### src/rtl/alu_share_arb.sv
// Two-requester round-robin front end for a single shared W-bit ALU.
// One op in flight at a time: accept in IDLE, compute in EXEC, hold result in RESP.

module yAlu #(
    parameter int W = 32
) (
    input  logic [W-1:0] a,
    input  logic [W-1:0] b,
    input  logic [2:0]   op,
    output logic [W-1:0] z,
    output logic         zero,
    output logic         err
);

    logic [W-1:0] b_eff;
    logic [W-1:0] sum;
    logic         slt;

    // op[2] selects subtract mode; SUB and SLT share the single adder
    always_comb begin
        b_eff = op[2] ? ~b : b;
        sum   = a + b_eff + {{(W-1){1'b0}}, op[2]};
        slt   = (a[W-1] != b[W-1]) ? a[W-1] : sum[W-1];
    end

    always_comb begin
        z   = '0;
        err = 1'b0;
        case (op)
            3'b000:  z = a & b;
            3'b001:  z = a | b;
            3'b010:  z = sum;
            3'b110:  z = sum;
            3'b111:  z = {{(W-1){1'b0}}, slt};
            default: begin
                z   = '0;
                err = 1'b1;
            end
        endcase
        zero = (z == '0);
    end

endmodule

// state | meaning
// IDLE  | arbitrate; the granted requester sees ready and its op is latched
// EXEC  | ALU evaluates latched operands; result captured on the edge
// RESP  | result held with rsp_valid until the consumer takes it
module alu_share_arb #(
    parameter int W = 32
) (
    input  logic         clk,
    input  logic         rst_n,
    input  logic         req0_valid,
    output logic         req0_ready,
    input  logic [W-1:0] req0_a,
    input  logic [W-1:0] req0_b,
    input  logic [2:0]   req0_op,
    input  logic         req1_valid,
    output logic         req1_ready,
    input  logic [W-1:0] req1_a,
    input  logic [W-1:0] req1_b,
    input  logic [2:0]   req1_op,
    output logic         rsp_valid,
    input  logic         rsp_ready,
    output logic [W-1:0] rsp_z,
    output logic         rsp_zero,
    output logic         rsp_err,
    output logic         rsp_id
);

    typedef enum logic [1:0] {
        S_IDLE = 2'd0,
        S_EXEC = 2'd1,
        S_RESP = 2'd2
    } state_t;

    state_t       state_q, state_d;
    logic         last_grant_q, last_grant_d;
    logic [W-1:0] a_q, a_d;
    logic [W-1:0] b_q, b_d;
    logic [2:0]   op_q, op_d;
    logic         id_q, id_d;
    logic         rsp_valid_q, rsp_valid_d;
    logic [W-1:0] rsp_z_q, rsp_z_d;
    logic         rsp_zero_q, rsp_zero_d;
    logic         rsp_err_q, rsp_err_d;
    logic         rsp_id_q, rsp_id_d;

    logic         grant0;
    logic         grant1;
    logic [W-1:0] alu_z;
    logic         alu_zero;
    logic         alu_err;

    yAlu #(.W(W)) u_alu (
        .a    (a_q),
        .b    (b_q),
        .op   (op_q),
        .z    (alu_z),
        .zero (alu_zero),
        .err  (alu_err)
    );

    // Ties go to whichever requester was not served last
    always_comb begin
        grant0     = req0_valid && (!req1_valid || last_grant_q);
        grant1     = req1_valid && (!req0_valid || !last_grant_q);
        req0_ready = (state_q == S_IDLE) && grant0;
        req1_ready = (state_q == S_IDLE) && grant1;
    end

    always_comb begin
        state_d      = state_q;
        last_grant_d = last_grant_q;
        a_d          = a_q;
        b_d          = b_q;
        op_d         = op_q;
        id_d         = id_q;
        rsp_valid_d  = rsp_valid_q;
        rsp_z_d      = rsp_z_q;
        rsp_zero_d   = rsp_zero_q;
        rsp_err_d    = rsp_err_q;
        rsp_id_d     = rsp_id_q;

        case (state_q)
            S_IDLE: begin
                if (req0_ready) begin
                    a_d          = req0_a;
                    b_d          = req0_b;
                    op_d         = req0_op;
                    id_d         = 1'b0;
                    last_grant_d = 1'b0;
                    state_d      = S_EXEC;
                end else if (req1_ready) begin
                    a_d          = req1_a;
                    b_d          = req1_b;
                    op_d         = req1_op;
                    id_d         = 1'b1;
                    last_grant_d = 1'b1;
                    state_d      = S_EXEC;
                end
            end
            S_EXEC: begin
                rsp_z_d     = alu_z;
                rsp_zero_d  = alu_zero;
                rsp_err_d   = alu_err;
                rsp_id_d    = id_q;
                rsp_valid_d = 1'b1;
                state_d     = S_RESP;
            end
            S_RESP: begin
                if (rsp_ready) begin
                    rsp_valid_d = 1'b0;
                    state_d     = S_IDLE;
                end
            end
            default: begin
                rsp_valid_d = 1'b0;
                state_d     = S_IDLE;
            end
        endcase
    end

    always_ff @(posedge clk or negedge rst_n) begin
        if (!rst_n) begin
            state_q      <= S_IDLE;
            last_grant_q <= 1'b1;
            a_q          <= '0;
            b_q          <= '0;
            op_q         <= '0;
            id_q         <= 1'b0;
            rsp_valid_q  <= 1'b0;
            rsp_z_q      <= '0;
            rsp_zero_q   <= 1'b0;
            rsp_err_q    <= 1'b0;
            rsp_id_q     <= 1'b0;
        end else begin
            state_q      <= state_d;
            last_grant_q <= last_grant_d;
            a_q          <= a_d;
            b_q          <= b_d;
            op_q         <= op_d;
            id_q         <= id_d;
            rsp_valid_q  <= rsp_valid_d;
            rsp_z_q      <= rsp_z_d;
            rsp_zero_q   <= rsp_zero_d;
            rsp_err_q    <= rsp_err_d;
            rsp_id_q     <= rsp_id_d;
        end
    end

    assign rsp_valid = rsp_valid_q;
    assign rsp_z     = rsp_z_q;
    assign rsp_zero  = rsp_zero_q;
    assign rsp_err   = rsp_err_q;
    assign rsp_id    = rsp_id_q;

endmodule

### config.mk
export PLATFORM = sky130hd
export DESIGN_NAME = alu_share_arb
export DESIGN_NICKNAME = d
export VERILOG_FILES = /design/src/rtl/alu_share_arb.sv
export SDC_FILE = /design/constraint.sdc
export NUM_CORES = 1
export LEC_CHECK = 0
export ABC_AREA = 1
export CAP_MARGIN = 20
export CELL_PAD_IN_SITES_DETAIL_PLACEMENT = 0
export CELL_PAD_IN_SITES_GLOBAL_PLACEMENT = 1
export CORE_MARGIN = 4
export CORE_UTILIZATION = 30
export CTS_BUF_LIST = sky130_fd_sc_hd__clkbuf_8 sky130_fd_sc_hd__clkbuf_16
export CTS_CLUSTER_SIZE = 10
export DETAILED_ROUTE_END_ITERATION = 6
export PLACE_DENSITY_LB_ADDON = 0.1
export SYNTH_ARGS = -nofsm -noshare
export SYNTH_HDL_FRONTEND = slang
export SYNTH_SLANG_ARGS = --single-unit
### constraint.sdc
create_clock -name clk -period 6.8 [get_ports clk]
set_input_delay 1.36 -clock clk [delete_from_list [all_inputs] [get_ports clk]]
set_output_delay 1.36 -clock clk [all_outputs]
set_load 0.01 [all_outputs]
# Word level (Yosys, flattened, before mapping)
# Cells that the tools add are included.
# word_totals
register_bits	107
inputBits	139
wordCells	62
output_inout_bits	38
# classes
n_reduce_logical	18
n_addsub	2
eq_ne	9
muxes	18
bitwise	4
# ops
operator	count
32-bit 2-to-1 mux	5
32-bit case mux with 4 select lines	1
32-bit by 1-bit adder with 32-bit output	1
32-bit adder	1
32-bit bitwise AND	1
32-bit logical NOT	1
32-bit inverter	1
32-bit OR	1
3-bit equality test (second input constant)	2
2-bit 2-to-1 mux	3
3-bit 2-to-1 mux	2
2-bit case mux with 3 select lines	1
2-bit AND reduction	3
1-bit 2-to-1 mux	5
5-bit OR reduction	1
1-bit logical AND	4
3-bit by 1-bit equality test with 1-bit output (second input constant)	1
3-bit by 2-bit equality test with 1-bit output (second input constant)	1
1-bit logical NOT	3
3-bit logical NOT	1
3-bit != test (second input constant)	1
1-bit case mux with 3 select lines	1
2-bit by 1-bit equality test with 1-bit output (second input constant)	1
2-bit equality test (second input constant)	1
7 further kinds	8

# Logic depth before layout (Yosys ltp)
# Gate-level depths: netlist (run 1).
# depth
ltp_word	7
ltp_mapped	22
depth_no_buf	21

# By module
# From an unflattened synthesis (run 1), not the netlist that was laid out.
# unflattened
cells_unflattened	1416
hier_area_um2	9018.6
# by_module_without_submodules
module	cells_each	area_per_inst_um2	n_inst	seq_area_each_um2
alu_share_arb	673	5283.8	1	2678.8
yAlu	743	3734.8	1	0.0

# Least setup slack after synthesis (run 1)
# Ideal clock, no wire load.
# synth_timing
path_kind	input -> output
from	input req1_valid
to	output req0_ready
arrival_time_ns	2.073
n_path_buf	1
required_time_ns	5.440
path_stages	4
slack_ns	3.367
cell_sequence	inv_1 > nor2_1 > nor3_2 > clkbuf_1
# synth_via
elab_chain_cells	4
# synth_rtl
element	line	source
start, declared	59	input logic req1_valid,
1-bit logical NOT	107	grant0 = req0_valid && (!req1_valid || last_grant_q);
1-bit logical OR	107	
1-bit logical AND	107	
1-bit logical AND	109	req0_ready = (state_q == S_IDLE) && grant0;
end, declared	55	output logic req0_ready,
# Every way passes these cells.

# Worst setup path in the final report (run 1)
# layout_timing
from	input req0_valid
to	output req0_ready
# layout_via
elab_chain_cells	2
# layout_rtl
element	line	source
start, declared	54	input logic req0_valid,
1-bit logical AND	107	
1-bit logical AND	109	
# Every way passes these cells.

==> results of run 1 <==
cell type report:
cell class	instances	area [µm²]	area share [%]
flip-flops and latches	107	2680	26.2
inverters	104	390	3.82
clock inverters	7	60.1	0.588
clock buffers	9	225	2.20
repair buffers	185	1850	18.1
multi-input cells	926	4610	45.1
well taps	330	413	4.04
sequential cells by signal (all words and copies together), names as in the netlist:
| name | count |
|---|---|
| a_q | 32 |
| b_q | 32 |
| rsp_z | 32 |
| op_q | 3 |
| state_q | 2 |
| id_q | 1 |
| last_grant_q | 1 |
| rsp_err | 1 |
| rsp_id | 1 |
| rsp_valid | 1 |
| rsp_zero | 1 |
per-stage QoR:
step | setup WS, ns | cell area (µm²) | utilization, % | std cells
final | 2.29 | 10200 | 40.1 | 1668
after global routing | 2.14 | 10200 | 40.1 | 1668
after CTS | 2.26 | 10200 | 40.1 | 1667
after detailed placement | 2.26 | 9930 | 39.0 | 1651
after global placement | 2.28 | 9900 | 38.9 | 1650
after floorplan | 3.37 | 7850 | - | 1184
kinds of logic after synthesis:
kind of cell             count (synthesis)  share of synthesized area [%]
AND/OR/NAND/NOR                        594                           30.8
AO/OA/AOI/OAI                          256                           17.2
buffers and inverters                  151                           7.52
flip-flops                             107                           34.1
adder cells (fa/ha/maj)                 44                           6.83
XOR/XNOR                                32                           3.57
worst min path at each step:
stage | start | end | slack [ns] | cells past startpoint
2_1_floorplan | last_grant_q | last_grant_q | 0.45 | 2
3_3_place_gp | rsp_z[16] | rsp_z[16] | 0.46 | 2
3_5_place_dp | rsp_z[20] | rsp_z[20] | 0.47 | 2
4_1_cts | last_grant_q | last_grant_q | 0.48 | 2
5_1_grt | last_grant_q | last_grant_q | 0.50 | 2
6_report | rsp_z[1] | rsp_z[1] | 0.48 | 2
cells in the mapped netlist (2+ instances only):
| library cell | number |
|---|---|
| buf_1 | 3 |
| buf_2 | 10 |
| o21bai_1 | 2 |
| nand2_1 | 313 |
| nor2_1 | 181 |
| clkinv_1 | 2 |
| maj3_1 | 8 |
| o21ai_0 | 112 |
| inv_1 | 96 |
| a31oi_1 | 26 |
| inv_2 | 6 |
| dfrtp_1 | 106 |
| a21o_1 | 3 |
| a21oi_1 | 105 |
| xor2_1 | 31 |
| o21a_1 | 2 |
| nand3_1 | 60 |
| nor3_1 | 9 |
| nand2_2 | 7 |
| clkbuf_1 | 32 |
| nand3b_1 | 7 |
| nand4_1 | 9 |
| nand2_4 | 2 |
| ha_1 | 34 |
| nor4_1 | 2 |
cell usage in the layout, fill, tap and decap left out, types with 2 or more instances in the layout:
master and n:
a21o_1 3, nand3b_1 7, maj3_1 8, ha_1 34
clkinv_1 2, o21ai_0 112, o21bai_1 2, clkinv_4 2
o21a_1 2, clkdlybuf4s50_1 175, dfrtp_1 106, nand3_1 59
nand2_4 2, clkbuf_16 9, nand2_1 312, nand2_2 8
inv_8 2, xor2_1 31, nor2_2 2, inv_2 6
buf_4 9, nor3_1 9, a31oi_1 26, nor4_1 2
nand3_2 2, inv_1 97, nor2_1 179, nand4_1 9
a21oi_1 105
worst max-delay path, stage by stage:
cell,delay (ns)
clkdlybuf4s50_1,0.47
inv_1,0.07
nor3_4,0.58
clkdlybuf4s50_1,0.66
per-layer routing:
layer / wire (µm) / share of wire (%)
met4: 219 / 0.78
met3: 1680 / 6.0
met1: 15100 / 54
met5: 0 / 0
met2: 11100 / 40
==> impl_metrics.json, run 1 <==
{
  "top_usage_layer": "met1",
  "synth-seq-area-share_pct": 34.1,
  "relSlewSlack_pct": 30.7,
  "avgSynthCellArea_um2": 6.63,
  "cts_resized": 0,
  "dpl.hpwl_mm": 22.2,
  "worstSetupStartpointType": "input port",
  "gr-total-overflow": 0,
  "critPathMaxFanout": 21,
  "io_buffers": 176,
  "ys_ff_latch": 107,
  "dr.pass1.iters": 5,
  "drc": 0,
  "syn_inst": 1184,
  "hp-class": "reg -> reg",
  "setup_viol": 0,
  "grtUsageTotal_pct": 19.5,
  "crit_end": "req0_ready",
  "slew_viol_final": 0,
  "worst_pin_slew_ns": 1.04,
  "tritoncts": "done",
  "die_x_um": 170,
  "crit_type": "in -> out",
  "gr-usage-met1_pct": 31.3,
  "finalCritPeriodShare_pct": 66.3,
  "status": "complete, no violations",
  "synth_top_area_share_pct": 33.8,
  "synthToLayoutAreaGrowth_pct": 30.2,
  "finalCriticalPeriod_ns": 4.51,
  "synth_top_cell_by_area": "dfrtp_1",
  "use_met3_pct": 3.61,
  "die_h_um": 170,
  "finClkSkew_ns": 0.0203,
  "rsz0062_at_grt": "false",
  "startpoint": "req0_valid",
  "cp.required_ns": 5.44,
  "cts_hold_buf": 0,
  "synth_area_leaders": "dfrtp_1, nand2_1, nor2_1",
  "num_antenna_cells": 0,
  "clock_sinks": 107,
  "wirelength_mm": 28.2,
  "fillers": 2756,
  "synth_edf_count": 0,
  "grt_pass1_wl_mm": 44.0,
  "clock_latency_ns": 0.37,
  "initial_core_util_pct": 30.8,
  "async_reset_ff_share_pct": 100,
  "grt_pass1_vias": 7894,
  "pin_count": 177,
  "cts_setup_buffers": 0,
  "dr_total_vias": 8064,
  "reg2reg_depth": 17,
  "grt_antenna_before_repair": 0,
  "dieArea_um2": 28800,
  "ant_nets": 0,
  "reg2reg_to": "rsp_zero",
  "fin_tns_setup_ns": 0,
  "final-hold-violation-count": 0,
  "yosysWarnings": 0,
  "drt-initial-drc-count": 560,
  "cts-root-buf": "clkbuf_16",
  "clkSlewWorstSetupHoldPaths_ns": 0.08,
  "fmax_mhz": 222,
  "viasPerCell": 4.83,
  "worst-r2r-setup-slack_ns": 3.39,
  "gp_congestion": 0.885,
  "end_kind": "primary output",
  "synth-main-ff-cell": "dfrtp_1",
  "core_um2": 25500,
  "layout-drive-gt1-share_pct": 3.74,
  "wire_per_inst_um": 16.9,
  "clk_path_buf_depth": 2,
  "synth_nets": 1358,
  "synth_area_um2": 7850,
  "r2r-start": "op_q[2]",
  "ys_types": 41,
  "cts_buffers": 9,
  "row_count": 58,
  "grt_max_degree": 71,
  "worst_hold_slack_ns": 0.481,
  "cp_data_arrival_time_ns": 3.15,
  "cts_htree_levels": 3,
  "layout.nets": 1507,
  "cap_violations": 0,
  "grtUsageMet2_pct": 27.2
}
Power of run 1 is not shown: default switching activity piles up to over one toggle a cycle in this logic, so the estimate is an artifact.
==> inputs of run 2 (changes only) <==
Clock period 6.8 ns to 4.35 ns, I/O delays scaled along.
==> run 2 against run 1 <==
  * Via count up 0.30%
  * Clock skew down 0.0025 ns
  * Sequential share of layout area down 0.18 points
  * Die area unchanged
  * Highest routed layer unchanged
==> impl_metrics.json, run 2 (synthesis gave the netlist of run 1 again) <==
{
  "final-hold-violation-count": 0,
  "finClkSkew_ns": 0.0178,
  "wirelength_mm": 28.4,
  "grt_pass1_wl_mm": 44.3,
  "dpl.hpwl_mm": 22.6,
  "cp.required_ns": 4.64,
  "setup_viol": 0,
  "slew_viol_final": 0,
  "die_x_um": 170,
  "cpPeakStageDelay_ns": 0.79,
  "die_h_um": 170,
  "status": "complete, no violations",
  "finalCritPeriodShare_pct": 76.3,
  "wire_per_inst_um": 17.0,
  "dr_total_vias": 8088,
  "core_um2": 25500,
  "cts-root-buf": "clkbuf_16",
  "grtUsageTotal_pct": 19.6,
  "clock_sinks": 107,
  "tritoncts": "done",
  "pin_count": 177,
  "r2r-start": "op_q[2]",
  "grt_max_degree": 72,
  "worst_hold_slack_ns": 0.471,
  "worst_pin_slew_ns": 0.967,
  "clkSlewWorstSetupHoldPaths_ns": 0.08,
  "hp-class": "in -> async",
  "crit_buf_inv": 2,
  "drc": 0,
  "cap_violations": 0,
  "io_buffers": 176,
  "ant_nets": 0,
  "crit_top_cell": "nor2_1",
  "layout.nets": 1512,
  "worst-r2r-setup-slack_ns": 1.03,
  "layout-drive-gt1-share_pct": 4.17,
  "cts_resized": 0,
  "cp_data_arrival_time_ns": 3.61,
  "cts_hold_buf": 0,
  "fmax_mhz": 301,
  "dr.pass1.iters": 5,
  "cts_setup_buffers": 0,
  "gr-total-overflow": 0,
  "grt_antenna_before_repair": 0,
  "reg2reg_depth": 16,
  "fin_tns_setup_ns": 0,
  "drt-initial-drc-count": 522,
  "path_delay_family": "simple AND/OR/NAND/NOR gates",
  "cts_buffers": 9,
  "worstSetupStartpointType": "register",
  "mostFrequentLayoutCell": "nand2_1",
  "critPathMaxFanout": 14,
  "synthToLayoutAreaGrowth_pct": 31.1,
  "rsz0062_at_grt": "false",
  "gp_congestion": 0.909,
  "end_kind": "register",
  "viasPerCell": 4.83,
  "reg2reg_to": "rsp_zero",
  "path_cells": "buf_4, buf_4, xor2_1, ha_1, nand2_1, nor2_1, nand2_1, nor2_1, nor2_1, a21oi_1, nor2_1, nor2_1, nand2_1, nor2_1, nand4_1, nand2_1",
  "crit_type": "reg -> reg",
  "clock_latency_ns": 0.37,
  "dieArea_um2": 28800,
  "clk_path_buf_depth": 2,
  "relSlewSlack_pct": 35.5,
  "finalCriticalPeriod_ns": 3.32,
  "cts_htree_levels": 3,
  "utilization_pct": 40.4,
  "row_count": 58,
  "initial_core_util_pct": 30.8,
  "cpMaxStageDelayCell": "dfrtp_1",
  "num_antenna_cells": 0,
  "grt_pass1_vias": 7835,
  "mostFrequentLayoutCells": "nand2_1, nor2_1, clkdlybuf4s50_1"
}
-- run 2: cell count changes in the layout (fill, tap and decap cells not counted), sizes merged --
cell / previous run / this run
clkbuf: 9 / 10
inv: 106 / 105
clkinvlp: 1 / 0
clkinv: 4 / 5
buf: 10 / 15
-- run 2: worst max path at each step --
| stage | from | to | cells after the start |
|---|---|---|---|
| 3_3_place_gp | req0_valid | op_q[2] | 8 |
| 2_1_floorplan | op_q[2] | rsp_zero | 20 |
| 3_5_place_dp | req0_valid | op_q[2] | 8 |
| 5_1_grt | op_q[2] | rsp_zero | 18 |
| 4_1_cts | op_q[2] | rsp_zero | 16 |
| 6_report | op_q[2] | rsp_zero | 16 |
-- run 2: layout make-up --
class,instances,area (µm²)
clock buffers,10,239
clock inverters,6,67.6
fillers,2792,15200
inverters,104,390
multi-input cells,926,4610
flip-flops and latches,107,2680
well taps,330,413
repair buffers,190,1900
-- run 2: per-stage QoR --
stage | cell area [µm²] | setup slack [ns] | cells
3_5_place_dp | 9990 | 0.883 | 1657
5_1_grt | 10300 | 0.633 | 1673
2_1_floorplan | 7850 | 1.72 | 1184
4_1_cts | 10300 | 0.998 | 1673
6_report | 10300 | 1.03 | 1673
3_3_place_gp | 9960 | 0.857 | 1656
-- run 2: routing by layer --
| layer | global-route usage, % | wire length [µm] | share of wire [%] |
|---|---|---|---|
| met1 | 30.5 | 14900 | 53 |
| met2 | 28.1 | 11700 | 41 |
| met3 | 3.80 | 1590 | 5.6 |
| met4 | 3.57 | 217 | 0.76 |
| met5 | 0 | 0 | 0 |
-- run 2: worst register-to-register path: cells and delay by family, from the launching register on --
kind	cells	cell delay [ns]
buffers and inverters	2	0.47
XOR/XNOR	1	0.07
adder cells (fa/ha/maj)	1	0.40
AND/OR/NAND/NOR	11	1.40
AO/OA/AOI/OAI	1	0.13
flip-flops	1	0.79
Power of run 2 is left out for the same reason.
